--- src/rtl/bp_cce_pkg.sv ---
// Shared encodings for the mock coherence engine.
//   bp_cce_cmd_op_e     : LCE command opcode (SET_TAG / WRITEBACK)
//   bp_coh_state_e      : coherence state carried by SET_TAG (I/S/E/M)
//   bp_mock_cce_state_e : mock CCE transaction FSM states
package bp_cce_pkg;

  typedef enum logic {
    e_cmd_set_tag   = 1'b0,
    e_cmd_writeback = 1'b1
  } bp_cce_cmd_op_e;

  typedef enum logic [1:0] {
    e_coh_i = 2'd0,
    e_coh_s = 2'd1,
    e_coh_e = 2'd2,
    e_coh_m = 2'd3
  } bp_coh_state_e;

  typedef enum logic [2:0] {
    e_idle,
    e_wb_cmd,
    e_wb_resp,
    e_data_cmd,
    e_tag_cmd,
    e_wait_ack
  } bp_mock_cce_state_e;

endpackage

--- src/rtl/bp_me_mock_cce_mem.sv ---
// Backing store for the mock CCE: els_p blocks of width_p bits.
//   clk_i / reset_n_i : clock, async active-low reset (clears every block)
//   w_v_i, w_idx_i, w_data_i : single synchronous write port
//   r_idx_i / r_data_o       : combinational read port
module bp_me_mock_cce_mem
  import bp_cce_pkg::*;
#(
  parameter int unsigned els_p   = 16,
  parameter int unsigned width_p = 64,
  parameter int unsigned idx_w_p = $clog2(els_p)
) (
  input  logic               clk_i,
  input  logic               reset_n_i,
  input  logic               w_v_i,
  input  logic [idx_w_p-1:0] w_idx_i,
  input  logic [width_p-1:0] w_data_i,
  input  logic [idx_w_p-1:0] r_idx_i,
  output logic [width_p-1:0] r_data_o
);

  logic [width_p-1:0] mem_q [els_p];
  logic [width_p-1:0] mem_d [els_p];

  always_comb begin
    mem_d = mem_q;
    if (w_v_i) begin
      mem_d[w_idx_i] = w_data_i;
    end
  end

  always_ff @(posedge clk_i or negedge reset_n_i) begin
    if (!reset_n_i) begin
      for (int unsigned i = 0; i < els_p; i++) begin
        mem_q[i] <= '0;
      end
    end else begin
      mem_q <= mem_d;
    end
  end

  assign r_data_o = mem_q[r_idx_i];

endmodule

--- src/rtl/bp_me_mock_cce.sv ---
// Mock single-LCE coherence engine. Accepts one miss at a time, optionally
// runs a victim writeback, returns the block from internal memory, sets the
// tag (E for loads, M for stores) and waits for the coherence ack.
//   clk_i / reset_n_i            : clock, async active-low reset
//   req_*                        : miss request from the LCE
//   cmd_*                        : LCE command (WRITEBACK / SET_TAG)
//   data_cmd_*                   : block data returned to the LCE
//   data_resp_*                  : writeback data from the LCE
//   ack_v_i / ack_ready_o        : coherence ack
//   busy_o                       : transaction in flight
module bp_me_mock_cce
  import bp_cce_pkg::*;
#(
  parameter  int unsigned num_lce_p     = 2,
  parameter  int unsigned paddr_width_p = 22,
  parameter  int unsigned lce_assoc_p   = 8,
  parameter  int unsigned block_width_p = 64,
  parameter  int unsigned mem_els_p     = 16,
  localparam int unsigned lce_id_w      = $clog2(num_lce_p),
  localparam int unsigned way_w         = $clog2(lce_assoc_p)
) (
  input  logic                     clk_i,
  input  logic                     reset_n_i,

  input  logic                     req_v_i,
  output logic                     req_ready_o,
  input  logic [lce_id_w-1:0]      req_lce_id_i,
  input  logic [paddr_width_p-1:0] req_addr_i,
  input  logic                     req_store_i,
  input  logic [way_w-1:0]         req_lru_way_i,
  input  logic                     req_lru_dirty_i,

  output logic                     cmd_v_o,
  input  logic                     cmd_ready_i,
  output logic                     cmd_op_o,
  output logic [lce_id_w-1:0]      cmd_lce_id_o,
  output logic [paddr_width_p-1:0] cmd_addr_o,
  output logic [way_w-1:0]         cmd_way_o,
  output logic [1:0]               cmd_state_o,

  output logic                     data_cmd_v_o,
  input  logic                     data_cmd_ready_i,
  output logic [lce_id_w-1:0]      data_cmd_lce_id_o,
  output logic [paddr_width_p-1:0] data_cmd_addr_o,
  output logic [way_w-1:0]         data_cmd_way_o,
  output logic [block_width_p-1:0] data_cmd_data_o,

  input  logic                     data_resp_v_i,
  output logic                     data_resp_ready_o,
  input  logic                     data_resp_null_i,
  input  logic [paddr_width_p-1:0] data_resp_addr_i,
  input  logic [block_width_p-1:0] data_resp_data_i,

  input  logic                     ack_v_i,
  output logic                     ack_ready_o,

  output logic                     busy_o
);

  localparam int unsigned offset_w = $clog2(block_width_p / 8);
  localparam int unsigned idx_w    = $clog2(mem_els_p);

  bp_mock_cce_state_e         state_q, state_d;
  logic [lce_id_w-1:0]        lce_q, lce_d;
  logic [paddr_width_p-1:0]   addr_q, addr_d;
  logic [way_w-1:0]           way_q, way_d;
  logic                       store_q, store_d;

  logic                       mem_w_v;
  logic [block_width_p-1:0]   mem_r_data;

  // Only the index field of the writeback address selects a block.
  logic unused_resp_addr;
  assign unused_resp_addr = ^data_resp_addr_i;

  always_comb begin
    state_d = state_q;
    lce_d   = lce_q;
    addr_d  = addr_q;
    way_d   = way_q;
    store_d = store_q;
    mem_w_v = 1'b0;

    unique case (state_q)
      e_idle: begin
        if (req_v_i) begin
          lce_d                 = req_lce_id_i;
          addr_d                = req_addr_i;
          addr_d[offset_w-1:0]  = '0;
          way_d                 = req_lru_way_i;
          store_d               = req_store_i;
          state_d               = req_lru_dirty_i ? e_wb_cmd : e_data_cmd;
        end
      end
      e_wb_cmd:   if (cmd_ready_i) state_d = e_wb_resp;
      e_wb_resp: begin
        if (data_resp_v_i) begin
          mem_w_v = ~data_resp_null_i;
          state_d = e_data_cmd;
        end
      end
      e_data_cmd: if (data_cmd_ready_i) state_d = e_tag_cmd;
      e_tag_cmd:  if (cmd_ready_i)      state_d = e_wait_ack;
      e_wait_ack: if (ack_v_i)          state_d = e_idle;
      default:    state_d = e_idle;
    endcase
  end

  always_ff @(posedge clk_i or negedge reset_n_i) begin
    if (!reset_n_i) begin
      state_q <= e_idle;
      lce_q   <= '0;
      addr_q  <= '0;
      way_q   <= '0;
      store_q <= 1'b0;
    end else begin
      state_q <= state_d;
      lce_q   <= lce_d;
      addr_q  <= addr_d;
      way_q   <= way_d;
      store_q <= store_d;
    end
  end

  // Outputs are pure functions of state and latched fields, so valids never
  // depend on the matching ready and fields hold steady under backpressure.
  always_comb begin
    req_ready_o       = (state_q == e_idle);
    cmd_v_o           = (state_q == e_wb_cmd) || (state_q == e_tag_cmd);
    cmd_op_o          = (state_q == e_wb_cmd) ? e_cmd_writeback : e_cmd_set_tag;
    cmd_state_o       = e_coh_i;
    if (state_q == e_tag_cmd) begin
      cmd_state_o = store_q ? e_coh_m : e_coh_e;
    end
    data_cmd_v_o      = (state_q == e_data_cmd);
    data_resp_ready_o = (state_q == e_wb_resp);
    ack_ready_o       = (state_q == e_wait_ack);
    busy_o            = (state_q != e_idle);
  end

  assign cmd_lce_id_o      = lce_q;
  assign cmd_addr_o        = addr_q;
  assign cmd_way_o         = way_q;
  assign data_cmd_lce_id_o = lce_q;
  assign data_cmd_addr_o   = addr_q;
  assign data_cmd_way_o    = way_q;
  assign data_cmd_data_o   = mem_r_data;

  bp_me_mock_cce_mem #(
    .els_p   (mem_els_p),
    .width_p (block_width_p),
    .idx_w_p (idx_w)
  ) u_mem (
    .clk_i     (clk_i),
    .reset_n_i (reset_n_i),
    .w_v_i     (mem_w_v),
    .w_idx_i   (data_resp_addr_i[offset_w +: idx_w]),
    .w_data_i  (data_resp_data_i),
    .r_idx_i   (addr_q[offset_w +: idx_w]),
    .r_data_o  (mem_r_data)
  );

endmodule
--- config.mk ---
export PLATFORM = sky130hd
export DESIGN_NAME = bp_me_mock_cce
export DESIGN_NICKNAME = d
export VERILOG_FILES = /design/src/rtl/bp_cce_pkg.sv /design/src/rtl/bp_me_mock_cce_mem.sv /design/src/rtl/bp_me_mock_cce.sv
export SDC_FILE = /design/constraint.sdc
export NUM_CORES = 1
export LEC_CHECK = 0
export CAP_MARGIN = 0
export CELL_PAD_IN_SITES_DETAIL_PLACEMENT = 1
export CELL_PAD_IN_SITES_GLOBAL_PLACEMENT = 1
export CORE_MARGIN = 3
export CORE_UTILIZATION = 45
export DETAILED_ROUTE_END_ITERATION = 8
export PLACE_DENSITY_LB_ADDON = 0.1
export RECOVER_POWER = 50
export SYNTH_ARGS = -nofsm -noshare
export SYNTH_HDL_FRONTEND = slang
export SYNTH_SLANG_ARGS = --single-unit
--- constraint.sdc ---
create_clock -name clk_i -period 4.22 [get_ports clk_i]
set_clock_uncertainty 0.15 [all_clocks]
set_input_delay 0.844 -clock clk_i [delete_from_list [all_inputs] [get_ports clk_i]]
set_output_delay 0.844 -clock clk_i [all_outputs]
set_load 0.01 [all_outputs]
==> flow_summary.ini, run 1 <==
[global_route]
grt_start_max_net_pins = 89
grt_util_all_layers_pct = 24.4
globalRouteOverflowTotal = 0
grt_pass1_wl_um = 198000
antenna_found_initial = 12
grt_pass1_vias = 30800

[floorplanning]
core_um2 = 104000
num_io_pins = 247
rows = 118
start_util_pct = 45.5
dieArea_um2 = 109000
die_x_um = 330
fp.dieH_um = 330

[logic_synthesis]
synth_area_leaders = dfrtp_1 (56%), mux2_2 (24%), mux4_2 (12%)
synth_cell_types = 38
yosysWarnings = 0
synthFlopType = dfrtp_1
yosys-top-cells-count = dfrtp_1 (1051), mux2_2 (988), mux4_2 (256)
synth_top_area_share_pct = 55.7
synth_seq_cells = 1051
synthCells = 2902
synth_seq_area_share_pct = 55.7
syn_area_um2 = 47200
synth_most_common_cell = dfrtp_1
async_reset_ff_share_pct = 100
synth-edff-count = 0
avgSynthCellArea_um2 = 16.3
yosys.area.top_type = dfrtp_1

[timing]
tightest_slew_ns = 2.45
period_share_pct = 96.9
setup_viol = 0
finalMaxSlewViolations = 153
fin_crit_ns = 4.09
fmax_mhz = 245
relSlewSlack_pct = -63.6
hold_viol = 0
rsz0062_at_grt = true
hold-worst-slack_ns = 0.338

[cts]
clk_pin_slew_ns = 0.05
insertion_delay_ns = 0.66
root_buffer = clkbuf_16
cts_buffer_depth = 3
cts_max_level = 3
cts_hold_buf = 0
clock_sinks = 1051
cts_buffers = 114
cts_tree = done

[route]
wl_per_cell_um = 28.9
route.final.wire_length_um = 132000
drt-initial-drc-count = 1464
dr_total_vias = 27000
via_per_inst = 5.93
detail-route-antenna-nets = 0
drt_pass1_iterations = 5
drc_errors = 0

[pwr]
fin_total_pwr_mw = 36.3
p_clk_share_pct = 29.4
pwr-share-seq_pct = 39.6
cellPowerDensity_nw_per_um2 = 657
p_comb_share_pct = 31.0
vdd_drop_max_v = 0.000393
switching_share_pct = 29.6
internal_power_mw = 25.6
p_sw_mw = 10.8
p_leak_nw = 26.0

[finish]
syn_to_final_growth_pct = 17.1
final_area_um2 = 55300
n_fill_cell = 9461
fin_nets = 3193
drive_gt1_share_pct = 49.6

[critical_path]
start_kind = register
crit_path_end_kind = primary output
crit_arrival_ns = 3.09
cp.required_ns = 3.23
crit_type = reg -> out
cp_max_fo = 15

[placed_design]
place.gp.congestion = 0.733
portBuffers = 219
dpl.hpwl_um = 73500
placed_area_um2 = 51100

[min_path]
min_path_type = reg -> reg

[job]
max-cap-violations = 2

[run_status]
status = complete, but fails checks
violations = capacitance limit, slew limit
[routing by layer]
metal,wire length (um),global-route usage (%),share of wire [%]
met3,4830,3.50,3.7
met2,68300,42.9,52
met5,51,0,0.039
met1,55700,31.7,42
met4,2910,6.46,2.2
[power groups by stage]
stage	sequential, mW	combinational (mW)	clock (mW)
finish	14.4	11.3	10.7
global route	14.7	12.1	11.4
CTS	14.4	11.4	10.9
detailed placement	14.6	11.1	0
global placement	14.3	10.8	0
floorplan	13.9	7.26	0
[final timing paths]
check,from,to,slack [ns],cells past startpoint
min in group asynchronous,reset_n_i,u_mem.mem_q[20],0.77,1
worst max-delay path,cmd_addr_o[3],data_cmd_data_o[1],0.13,6
max in group asynchronous,reset_n_i,u_mem.mem_q[213],0.54,3
worst min-delay path,u_mem.mem_q[178],u_mem.mem_q[178],0.34,1
worst min register to register,u_mem.mem_q[178],u_mem.mem_q[178],0.34,1
worst max register to register,state_q[2],u_mem.mem_q[999],0.35,4
[placed cells by master, fill, tap and decap left out, types with 3 or more instances in the layout]
master and instances:
buf_4 34, clkbuf_2 15, nand3b_1 3, buf_6 6, or4b_4 4, diode_2 6
conb_1 6, buf_16 6, dlygate4sd3_1 23, clkdlybuf4s50_1 189, dlymetal6s2s_1 6, bufinv_16 15
nor4b_2 3, clkbuf_1 35, nand2_1 64, a22oi_2 3, mux4_2 256, nor2_1 4
clkinv_2 22, clkbuf_4 6, a22oi_1 125, clkbuf_16 121, dfrtp_1 1049, buf_12 43
inv_1 3, clkbuf_8 32, mux2_2 988, nor4_4 4, mux2_1 61
[sequential cells by signal, summed over array words and instances, names as in the netlist]
register      flops
u_mem.mem_q    1024
cmd_addr_o       19
cmd_way_o         3
store_q           1
state_q           3
cmd_lce_id_o      1
[timing repair]
| item | 4_1_cts | 5_1_grt |
|---|---|---|
| gates resized for setup | 4 | 16 |
| endpoints found under the setup margin | 51 | 10 |
| setup buffers | 11 | 3 |
| gates cloned | 0 | 3 |
[cell families after synthesis]
kind of cell	after synthesis	synth area share, %
AO/OA/AOI/OAI	135	2.16
XOR/XNOR	1	0.0186
buffers and inverters	298	3.40
flip-flops	1051	55.7
multiplexers	1305	37.2
other	1	0.00795
AND/OR/NAND/NOR	111	1.43
[worst max-delay path: stages, from the launching register on]
cell,delay [ns]
dfrtp_4,0.42
buf_12,0.15
buf_6,0.25
mux4_2,0.55
a22oi_1,0.29
nand2_1,0.22
clkdlybuf4s50_1,0.53
[through the flow]
step                      worst slack (ns)  util [%]  std cells  TNS [ns]
after floorplan                       1.28         -       2907         0
after global placement               0.498      49.3       4318         0
after detailed placement             0.433      49.3       4318         0
after CTS                          0.00355      53.3       4543         0
after global routing              -0.00470      53.3       4553  -0.00873
final                                0.131      53.3       4555         0
[final cells by class]
type                       count  area (um2)  share of cell area, %
sequential                  1051       26300                   47.6
multi-input combinational   1558       19300                   35.0
timing repair buffer         343        3790                   6.87
clock buffer                 174        3480                   6.30
tap                         1380        1730                   3.12
clock inverter                40         593                   1.07
antenna                        6        15.0                 0.0272
inverter                       3        11.3                 0.0204
(Power assumes the default switching activity.)
==> run 2: changes to the inputs <==
--- a/config.mk
+++ b/config.mk
@@ -9,7 +9,7 @@
 export CELL_PAD_IN_SITES_DETAIL_PLACEMENT = 1
 export CELL_PAD_IN_SITES_GLOBAL_PLACEMENT = 1
 export CORE_MARGIN = 3
-export CORE_UTILIZATION = 45
+export CORE_UTILIZATION = 50
 export DETAILED_ROUTE_END_ITERATION = 8
 export PLACE_DENSITY_LB_ADDON = 0.1
 export RECOVER_POWER = 50
==> flow_summary.ini, run 2 (synthesis gave the netlist of run 1 again) <==
[pwr]
p_clk_share_pct = 28.8
fin_total_pwr_mw = 36.0
vdd_drop_max_v = 0.000488
switching_share_pct = 29.6
p_leak_nw = 25.8
internal_power_mw = 25.4
p_sw_mw = 10.7
p_comb_share_pct = 31.3
cellPowerDensity_nw_per_um2 = 656
pwr-share-seq_pct = 40.0

[critical_path]
cp-startpoint = cmd_addr_o[3]
crit_chain = buf_12, buf_12, buf_12, mux4_2, a22oi_1, nand2_1, clkdlybuf4s50_1
crit_end = data_cmd_data_o[27]
crit_arrival_ns = 3.13
r2r-end = u_mem.mem_q[985]
path_common_cell = buf_12
reg2reg_depth = 5
critPathMaxStageDelay_ns = 0.52
crit_path_top_delay_cell = clkdlybuf4s50_1
cp_max_fo = 19
r2r_start = state_q[2]
cp.required_ns = 3.23
crit_path_end_kind = primary output
reg2reg_slack_ns = 0.42
start_kind = register
crit_type = reg -> out

[placed_design]
place.gp.congestion = 0.720
post-place-ws_ns = 0.489
placed_area_um2 = 50800
dpl.hpwl_um = 70200
portBuffers = 219
dp_cells = 4179

[timing]
worst_slack_ns = 0.0987
fin_crit_ns = 4.12
period_share_pct = 97.7
setup_viol = 0
relSlewSlack_pct = -25.7
fin_setup_tns_ns = 0
hold-worst-slack_ns = 0.335
tightest_slew_ns = 1.89
finalMaxSlewViolations = 54
fmax_mhz = 243
hold_viol = 0
rsz0062_at_grt = true

[route]
detail-route-antenna-nets = 0
wl_met1_um = 52300
via_per_inst = 6.06
drc_errors = 0
top_layer_used = met5
route.final.wire_length_um = 127000
drt-initial-drc-count = 1752
drt_pass1_iterations = 5
wl_per_cell_um = 28.8
wl_met3_um = 5100
met2_length_um = 66200
dr_total_vias = 26800

[global_route]
grt_util_all_layers_pct = 26.2
antenna_found_initial = 8
grt_start_max_net_pins = 159
grt_pass1_wl_um = 194000
globalRouteOverflowTotal = 0
grt_pass1_vias = 30800

[finish]
stdcell_count = 4411
final_area_um2 = 54900
largest_register_ff_count = 1024
drive_gt1_share_pct = 49.4
layout_common_cells = dfrtp_1 (1049), mux2_2 (987), mux4_2 (256)
regMostFlops = u_mem.mem_q
syn_to_final_growth_pct = 16.3
layout_commonest_cell = dfrtp_1
fin_nets = 3177
fin_util_pct = 58.7

[floorplanning]
rows = 112
fp.dieH_um = 313
core_um2 = 93500
start_util_pct = 50.5
die_x_um = 313
num_io_pins = 247
dieArea_um2 = 98100

[cts]
cts_buffer_depth = 3
cts_tree = done
root_buffer = clkbuf_16
insertion_delay_ns = 0.67
clk_pin_slew_ns = 0.06
clock_sinks = 1051
cts_max_level = 3
cts_buffers = 112

[min_path]
min_path_type = reg -> reg

[job]
max-cap-violations = 1

[run_status]
violations = capacitance limit, slew limit
status = complete, but fails checks
## run 2: changes by cell type in the layout (fill, tap and decap cells not counted), sizes merged, moves of 2 or more
cell,delta
dlygate4sd2,+2
dlygate4sd3,-16
clkinv,+7
bufinv,-3
dlymetal6s2s,-2
clkdlybuf4s50,+17
clkbuf,-24
## run 2: critical path: cells and delay by family (launching register included)
family | cells | cell delay [ns]
simple gates | 1 | 0.15
flops | 1 | 0.42
buf+inv | 4 | 1.12
mux | 1 | 0.50
compound gates | 1 | 0.21
## run 2: layout make-up
| cell class | count | area, um2 |
|---|---|---|
| Multi-Input combinational cell | 1558 | 19300 |
| Clock buffer | 165 | 3410 |
| Fill cell | 8275 | 38600 |
| Timing Repair Buffer | 329 | 3690 |
| Tap cell | 1254 | 1570 |
| Antenna cell | 6 | 15.0 |
| Clock inverter | 45 | 542 |
| Sequential cell | 1051 | 26300 |
| Inverter | 3 | 11.3 |
## run 2: metal layers
metal | track usage, % | vias to the layer above
li1 | - | 11100
met1 | 33.7 | 14800
met2 | 45.9 | 577
met3 | 3.96 | 190
met4 | 8.07 | 4
met5 | 0 | -
## run 2: worst min path at each step
stage / start / to / depth (start not counted)
final: u_mem.mem_q[397] / u_mem.mem_q[397] / 1
after global placement: u_mem.mem_q[163] / u_mem.mem_q[163] / 1
after CTS: u_mem.mem_q[397] / u_mem.mem_q[397] / 1
after detailed placement: u_mem.mem_q[163] / u_mem.mem_q[163] / 1
after floorplan: u_mem.mem_q[131] / u_mem.mem_q[131] / 1
after global routing: u_mem.mem_q[254] / u_mem.mem_q[254] / 1
## run 2: power groups by stage
stage          Sequential, mW  Combinational, mW  Clock [mW]
2_1_floorplan            13.9               7.26           0
3_5_place_dp             14.6               11.0           0
3_3_place_gp             14.2               10.7           0
5_1_grt                  14.7               12.0        11.1
4_1_cts                  14.4               11.4        10.6
6_report                 14.4               11.3        10.4
## run 2: what timing repair did
item / in CTS / in global routing
setup buffers: 4 / 8
resized for setup: 10 / 8
setup endpoints to repair: 55 / 31
hold endpoints to repair: 35 / 0
gates cloned: 3 / 0
hold buffers: 1 / 0
==> run 3: changes to the inputs <==
--- a/config.mk
+++ b/config.mk
@@ -9,7 +9,7 @@
 export CELL_PAD_IN_SITES_DETAIL_PLACEMENT = 1
 export CELL_PAD_IN_SITES_GLOBAL_PLACEMENT = 1
 export CORE_MARGIN = 3
-export CORE_UTILIZATION = 50
+export CORE_UTILIZATION = 45
 export DETAILED_ROUTE_END_ITERATION = 8
 export PLACE_DENSITY_LB_ADDON = 0.1
 export RECOVER_POWER = 50
==> results of run 3 <==
Final layout, timing and power as in run 1 (identical DEF).
